==> config.mk <==
export PLATFORM = sky130hd
export DESIGN_NAME = mips_cpu_bus_memctrl_flat
export DESIGN_NICKNAME = d
export VERILOG_FILES = /design/src/rtl/mips_cpu_bus_memctrl_if.sv /design/src/rtl/mips_cpu_bus_memctrl.sv /design/src/flat_wrapper.sv
export SDC_FILE = /design/constraint.sdc
export NUM_CORES = 1
export LEC_CHECK = 0
export ABC_AREA = 1
export CAP_MARGIN = 10
export CORE_MARGIN = 5
export CORE_UTILIZATION = 46
export CTS_CLUSTER_DIAMETER = 30
export DETAILED_ROUTE_END_ITERATION = 12
export PLACE_DENSITY_LB_ADDON = 0.08
export SLEW_MARGIN = 25
export SYNTH_ARGS = -nofsm -noshare
export SYNTH_HDL_FRONTEND = slang
export SYNTH_SLANG_ARGS = --single-unit
==> constraint.sdc <==
create_clock -name clk -period 2.79 [get_ports clk]
set_input_delay 0.558 -clock clk [delete_from_list [all_inputs] [get_ports clk]]
set_output_delay 0.558 -clock clk [all_outputs]
set_load 0.005 [all_outputs]
==> src/rtl/mips_cpu_bus_memctrl_if.sv <==
// Avalon-style memory bus between the CPU memory controller and the RAM model.
//   address     word-aligned byte address
//   read/write  transfer strobes, held until waitrequest is low
//   writedata   store data, already replicated onto the addressed lanes
//   byteenable  lane enables, bit i covers bits [8i+7:8i]
//   waitrequest slave stall
//   readdata    load data, valid in the cycle waitrequest=0 with read=1
// The master modport is the controller side; the slave modport is the memory side.
interface mips_cpu_bus_memctrl_if;
  logic [31:0] address;
  logic        write;
  logic        read;
  logic        waitrequest;
  logic [31:0] writedata;
  logic [3:0]  byteenable;
  logic [31:0] readdata;

  modport master (
    output address, write, read, writedata, byteenable,
    input  waitrequest, readdata
  );

  modport slave (
    input  address, write, read, writedata, byteenable,
    output waitrequest, readdata
  );
endinterface

==> src/rtl/mips_cpu_bus_memctrl.sv <==
// Memory-access controller between the MIPS core datapath and the memory bus.
// Accepts one byte/half/word load or store at a time, issues a word-aligned
// bus transfer with byteenable, holds it across waitrequest and returns the
// lane-extracted, sign- or zero-extended load result.
// Misaligned accesses and stalls reaching WAIT_LIMIT complete with resp_err.
//
// Ports:
//   clk, reset          clock, synchronous active-high reset
//   req_valid           request strobe, sampled only while busy=0
//   req_write           1 = store, 0 = load
//   req_size            0 byte, 1 half, 2/3 word
//   req_signed          loads: 1 sign-extend, 0 zero-extend
//   req_addr, req_wdata byte address, right-justified store data
//   busy                high whenever the controller is not idle
//   resp_valid          one-cycle completion pulse
//   resp_err            misaligned or timed out, valid with resp_valid
//   resp_rdata          extended load data, 0 for stores and errors
//   bus                 memory bus, master side
module mips_cpu_bus_memctrl #(
  parameter int unsigned WAIT_LIMIT = 0
) (
  input  logic        clk,
  input  logic        reset,
  input  logic        req_valid,
  input  logic        req_write,
  input  logic [1:0]  req_size,
  input  logic        req_signed,
  input  logic [31:0] req_addr,
  input  logic [31:0] req_wdata,
  output logic        busy,
  output logic        resp_valid,
  output logic        resp_err,
  output logic [31:0] resp_rdata,
  mips_cpu_bus_memctrl_if.master bus
);

  typedef enum logic [1:0] {IDLE, BUS, RESP} state_t;

  state_t      state, state_d;
  logic        read_d, write_d;
  logic [31:0] address_d, writedata_d;
  logic [3:0]  byteenable_d;
  logic        resp_valid_d, resp_err_d;
  logic [31:0] resp_rdata_d;
  logic [31:0] wait_cnt, wait_cnt_d, wait_inc;
  logic [1:0]  size_q, size_d;
  logic        signed_q, signed_d;
  logic [1:0]  off_q, off_d;
  logic        misaligned;

  function automatic logic [3:0] lane_be(input logic [1:0] size, input logic [1:0] off);
    case (size)
      2'd0:    return 4'b0001 << off;
      2'd1:    return off[1] ? 4'b1100 : 4'b0011;
      default: return 4'b1111;
    endcase
  endfunction

  function automatic logic [31:0] lane_wdata(input logic [1:0] size, input logic [31:0] wdata);
    case (size)
      2'd0:    return {4{wdata[7:0]}};
      2'd1:    return {2{wdata[15:0]}};
      default: return wdata;
    endcase
  endfunction

  function automatic logic [31:0] lane_extract(input logic [1:0] size, input logic sgn,
                                               input logic [1:0] off, input logic [31:0] data);
    logic [7:0]  b;
    logic [15:0] h;
    case (off)
      2'd0:    b = data[7:0];
      2'd1:    b = data[15:8];
      2'd2:    b = data[23:16];
      default: b = data[31:24];
    endcase
    h = off[1] ? data[31:16] : data[15:0];
    case (size)
      2'd0:    return {{24{sgn & b[7]}}, b};
      2'd1:    return {{16{sgn & h[15]}}, h};
      default: return data;
    endcase
  endfunction

  assign busy = (state != IDLE);

  // Half needs addr[0]=0; word (size 2 or 3) needs addr[1:0]=0.
  assign misaligned = (req_size == 2'd1) ? req_addr[0]
                    : (req_size[1] ? (req_addr[1:0] != 2'b00) : 1'b0);

  // Saturating increment so a disabled limit cannot wrap the counter.
  assign wait_inc = (wait_cnt == 32'hFFFF_FFFF) ? wait_cnt : wait_cnt + 32'd1;

  always_comb begin
    state_d      = state;
    read_d       = bus.read;
    write_d      = bus.write;
    address_d    = bus.address;
    writedata_d  = bus.writedata;
    byteenable_d = bus.byteenable;
    resp_valid_d = 1'b0;
    resp_err_d   = resp_err;
    resp_rdata_d = resp_rdata;
    wait_cnt_d   = wait_cnt;
    size_d       = size_q;
    signed_d     = signed_q;
    off_d        = off_q;

    case (state)
      IDLE: begin
        if (req_valid) begin
          if (misaligned) begin
            state_d      = RESP;
            resp_valid_d = 1'b1;
            resp_err_d   = 1'b1;
            resp_rdata_d = 32'd0;
          end else begin
            state_d      = BUS;
            read_d       = ~req_write;
            write_d      = req_write;
            address_d    = {req_addr[31:2], 2'b00};
            writedata_d  = lane_wdata(req_size, req_wdata);
            byteenable_d = lane_be(req_size, req_addr[1:0]);
            wait_cnt_d   = 32'd0;
            size_d       = req_size;
            signed_d     = req_signed;
            off_d        = req_addr[1:0];
          end
        end
      end

      BUS: begin
        if (!bus.waitrequest) begin
          state_d      = RESP;
          read_d       = 1'b0;
          write_d      = 1'b0;
          resp_valid_d = 1'b1;
          resp_err_d   = 1'b0;
          resp_rdata_d = bus.read ? lane_extract(size_q, signed_q, off_q, bus.readdata) : 32'd0;
        end else begin
          wait_cnt_d = wait_inc;
          // Abort on the stall cycle that brings the count up to the limit.
          if (WAIT_LIMIT != 0 && wait_inc == 32'(WAIT_LIMIT)) begin
            state_d      = RESP;
            read_d       = 1'b0;
            write_d      = 1'b0;
            resp_valid_d = 1'b1;
            resp_err_d   = 1'b1;
            resp_rdata_d = 32'd0;
          end
        end
      end

      default: begin
        // RESP: the pulse lasts one cycle; requests seen here are dropped.
        state_d = IDLE;
      end
    endcase
  end

  always_ff @(posedge clk) begin
    if (reset) begin
      state          <= IDLE;
      bus.read       <= 1'b0;
      bus.write      <= 1'b0;
      bus.address    <= 32'd0;
      bus.writedata  <= 32'd0;
      bus.byteenable <= 4'd0;
      resp_valid     <= 1'b0;
      resp_err       <= 1'b0;
      resp_rdata     <= 32'd0;
      wait_cnt       <= 32'd0;
      size_q         <= 2'd0;
      signed_q       <= 1'b0;
      off_q          <= 2'd0;
    end else begin
      state          <= state_d;
      bus.read       <= read_d;
      bus.write      <= write_d;
      bus.address    <= address_d;
      bus.writedata  <= writedata_d;
      bus.byteenable <= byteenable_d;
      resp_valid     <= resp_valid_d;
      resp_err       <= resp_err_d;
      resp_rdata     <= resp_rdata_d;
      wait_cnt       <= wait_cnt_d;
      size_q         <= size_d;
      signed_q       <= signed_d;
      off_q          <= off_d;
    end
  end

endmodule

==> src/flat_wrapper.sv <==
// flat-port wrapper written by rule: the top's interface ports become plain ports
module mips_cpu_bus_memctrl_flat 
#(
  parameter int unsigned WAIT_LIMIT = 0
)
  (clk, reset, req_valid, req_write, req_size, req_signed, req_addr, req_wdata, busy, resp_valid, resp_err, resp_rdata, bus_address, bus_write, bus_read, bus_writedata, bus_byteenable, bus_waitrequest, bus_readdata);
  mips_cpu_bus_memctrl_if bus_i ();
  input  logic clk;
  input  logic reset;
  input  logic req_valid;
  input  logic req_write;
  input  logic [1:0] req_size;
  input  logic req_signed;
  input  logic [31:0] req_addr;
  input  logic [31:0] req_wdata;
  output logic busy;
  output logic resp_valid;
  output logic resp_err;
  output logic [31:0] resp_rdata;
  output wire logic [$bits(bus_i.address)-1:0] bus_address;
  output wire logic [$bits(bus_i.write)-1:0] bus_write;
  output wire logic [$bits(bus_i.read)-1:0] bus_read;
  output wire logic [$bits(bus_i.writedata)-1:0] bus_writedata;
  output wire logic [$bits(bus_i.byteenable)-1:0] bus_byteenable;
  input wire logic [$bits(bus_i.waitrequest)-1:0] bus_waitrequest;
  input wire logic [$bits(bus_i.readdata)-1:0] bus_readdata;
  assign bus_address = bus_i.address;
  assign bus_write = bus_i.write;
  assign bus_read = bus_i.read;
  assign bus_writedata = bus_i.writedata;
  assign bus_byteenable = bus_i.byteenable;
  assign bus_i.waitrequest = bus_waitrequest;
  assign bus_i.readdata = bus_readdata;
  mips_cpu_bus_memctrl #(.WAIT_LIMIT(WAIT_LIMIT)) u_core (.clk(clk), .reset(reset), .req_valid(req_valid), .req_write(req_write), .req_size(req_size), .req_signed(req_signed), .req_addr(req_addr), .req_wdata(req_wdata), .busy(busy), .resp_valid(resp_valid), .resp_err(resp_err), .resp_rdata(resp_rdata), .bus(bus_i));
endmodule
==> metrics.md <==
| Metric | Value |
|---|---|
| Cts hold-fix bufs | `0` |
| Worst EP required | `3.09 ns` |
| Crit path from | `req_size[1]` |
| Worst vdd ir | `0.000261 V` |
| CP cell instances | `clkdlybuf4s50_1, nor2_4, nor2_2, nor2_4, nand3_2, inv_2, buf_4, o21ai_0, a21oi_1` |
| Util after Layout | `68.9%` |
| Layout cells sized above 1 | `6.22%` |
| CP delay by family, top | `buffers and inverters` |
| GRT Resource Usage Total | `24.9%` |
| Unrepaired setup endpoints after global routing | `false` |
| Post-CTS Setup Inserts | `0` |
| Top cells by area, synth | `dfxtp_1, nand2_1, a21oi_1` |
| Hold Crit Start | `u_core.bus.writedata[16]` |
| Startpoint Class | `input pin` |
| Final worst-path cycle share | `80.7%` |
| Setup TNS | `0 ns` |
| Critical path class | `in2reg` |
| Fin. Hold Viols | `0` |
| Largest net degree at the start of global routing | `85` |
| Reg2Reg Depth | `7` |
| FFs w/ async S/R, synth | `0%` |
| Drt pass-1 iters | `6` |
| Synth area leader | `dfxtp_1` |
| Initial Utilization | `47.0%` |
| Post-CTS sizing | `0` |
| Placed cell count | `989` |
| Logic gate share of total power | `21.1%` |
| CP max stage cell | `clkdlybuf4s50_1` |
| WHS Path Cells | `2` |
| Io pins | `209` |
| CP Max Fanout | `45` |
| DRC | `0` |
| Top cell by count, worst path | `nor2_4` |
| Setup-failing EPs final | `0` |
| Ys flop type | `dfxtp_1` |
| Hold path endpoint | `u_core.bus.writedata[16]` |
| PortBufs | `206` |
| Clk pin slew, worst setup/hold paths | `0.10 ns` |
| FF-to-FF Start | `u_core.size_q[1]` |
| Reg-to-reg critical path endpoint | `u_core.resp_rdata[18]` |
| CTS Buf Count | `9` |
| Sequential share of power | `49.9%` |
| Crit end category | `register` |
| Root buffer cell | `clkbuf_8` |
| Register area share after synthesis | `45.1%` |
| Final Max Slew Viols | `0` |
| Post-synth EDFFs | `0` |
| Fill cells | `893` |
| Die footprint | `12,700 sq um` |
| Slew headroom | `40.5%` |
| Vias post-DR | `5,203` |
| Max Buffers Root-to-Sink | `2` |
| HPWL Detailed | `11.8 mm` |
| Most common cell in the netlist | `nand2_1` |
| Fin Clk Skew | `0.00974 ns` |
| CTS tree | `built` |
| Status | `finished clean` |
| Pleak | `2.72 nW` |
| Mapped Cells | `681` |
| WL per Instance | `16.1 um` |
| HP Class | `reg2reg` |
| Synthesis Warnings | `0` |
| Post-Route WL | `16.1 mm` |
| Max Fclk | `0.444 GHz` |
| Mapped Area | `4830 sq um` |
| DIE HEIGHT | `113 um` |
| Slowest cell delay on critical path | `0.57 ns` |
| Clk_lat worst skew | `0.38 ns` |
| Post-synth top area share | `45.1%` |
| Post-synth top cells | `nand2_1, a21oi_1, dfxtp_1` |
| Die Wd | `113 um` |
| P_int | `0.00242 W` |
| Sw frac | `28.5%` |
| Max-cap violation count | `0` |
| Initial DRC count | `282` |
| Vias in the first global route | `5,201` |
| Nets | `968` |
| Initial antenna violation count | `0` |
| Worst R2R Setup Slack | `0.81 ns` |
| Synth unique cells | `27` |
| Layout area overhead | `46.5%` |
| CTS H-Tree Depth | `3` |
| Net Switching | `0.000966 W` |
| Global-route wire length before repair | `25.6 mm` |
| Syn avg cell area | `7.10 sq um` |
| Clock Sinks | `109` |
| Period minus WS final | `2.25 ns` |
| Vias per inst | `5.18` |
| Core footprint | `10,300 sq um` |
| Layout Cells excl Fill | `1,004` |
| PwrDens | `478 nW/um^2` |
| Clock share of power | `29.0%` |
| Cell Rows | `37` |
| Yosys reg bits | `109` |
| CP Data Arrival Time | `2.55 ns` |
| Slew @ Worst Pin | `0.892 ns` |
| Final ANT Viol Nets | `0` |
| Antenna diode count | `0` |
| RePlAce Congestion | `0.869` |
| Grt ovf | `0` |
| Worst path bufs/invs | `3` |
==> registers in the layout, summed over array words and instances (netlist names) <==
signal,cells
u_core.bus.address,30
u_core.bus.byteenable,4
u_core.bus.read,1
u_core.bus.write,1
u_core.bus.writedata,32
u_core.off_q,2
u_core.resp_err,1
u_core.resp_rdata,32
u_core.resp_valid,1
u_core.signed_q,1
u_core.size_q,2
u_core.state,2
==> tightest hold or removal path: stages, from the launching register on <==
cell and delay, ns:
dfxtp_1 0.32, nand2_1 0.06, a21oi_1 0.05
==> placed cells by master (no fill, tap or decap), drive strengths merged <==
master / synthesis / final
a21oi: 136 / 136
inv: 35 / 37
nor2: 46 / 46
or2: 13 / 13
clkbuf: 18 / 9
clkdlybuf4s50: 0 / 205
clkinv: 0 / 2
nand3: 19 / 19
nand2: 210 / 210
a211oi: 5 / 5
nand4: 1 / 1
a22o: 5 / 5
clkinvlp: 0 / 1
o211ai: 7 / 7
dfxtp: 109 / 109
o21ai: 47 / 47
o22ai: 1 / 1
bufinv: 0 / 1
conb: 1 / 2
buf: 27 / 11
o21a: 1 / 1
==> layer usage <==
| layer | vias up | global-route usage (%) | part of all wire (%) |
|---|---|---|---|
| met5 | - | 0 | 0 |
| li1 | 2585 | - | - |
| met1 | 2347 | 28.8 | 38 |
| met3 | 34 | 8.09 | 10 |
| met2 | 237 | 42.4 | 48 |
| met4 | 0 | 10.2 | 3.0 |
==> power groups by stage <==
| stage | clock network [W] | registers, W | logic, W |
|---|---|---|---|
| final | 0.000982 | 0.00169 | 0.000716 |
| after global routing | 0.00107 | 0.00170 | 0.000787 |
| after CTS | 0.000999 | 0.00169 | 0.000717 |
| after detailed placement | 0 | 0.00172 | 0.000713 |
| after global placement | 0 | 0.00172 | 0.000703 |
| after floorplan | 0 | 0.00172 | 0.000345 |
==> stage by stage <==
step                hold slack, ns  total power (W)  area [sq um]  setup WS (ns)
floorplan                    0.460          0.00206          4840           1.08
global placement             0.451          0.00242          6890          0.311
detailed placement           0.454          0.00244          6890          0.152
CTS                          0.470          0.00341          7080          0.563
global route                 0.496          0.00356          7080          0.334
finish                       0.470          0.00339          7080          0.539
==> kinds of logic (layout without fill, tap and decap cells) <==
family                 count (synthesis)  count (layout)  share of synthesized area, %
AND/OR/NAND/NOR                      289             289                          24.5
other                                  1               2                        0.0776
AO/OA/AOI/OAI                        202             202                          22.3
flip-flops                           109             109                          45.1
buffers and inverters                 80             266                          7.94
==> how the worst max path moves through the flow <==
stage / end / slack, ns / depth (start not counted)
2_1_floorplan: u_core.bus.writedata[11] / 1.08 / 9
3_3_place_gp: u_core.bus.writedata[23] / 0.31 / 9
3_5_place_dp: u_core.bus.writedata[19] / 0.15 / 9
4_1_cts: u_core.bus.writedata[19] / 0.56 / 9
5_1_grt: u_core.bus.writedata[19] / 0.33 / 9
6_report: u_core.bus.writedata[19] / 0.54 / 9
==> layout make-up <==
| cell class | instances | area, sq um | area share [%] |
|---|---|---|---|
| multi-input combinational | 493 | 2270 | 32.1 |
| sequential | 109 | 2180 | 30.8 |
| timing repair buffer | 216 | 2130 | 30.1 |
| tap | 136 | 170 | 2.40 |
| inverter | 35 | 131 | 1.85 |
| clock buffer | 9 | 124 | 1.75 |
| clock inverter | 6 | 72.6 | 1.02 |
(Power assumes the default switching activity.)
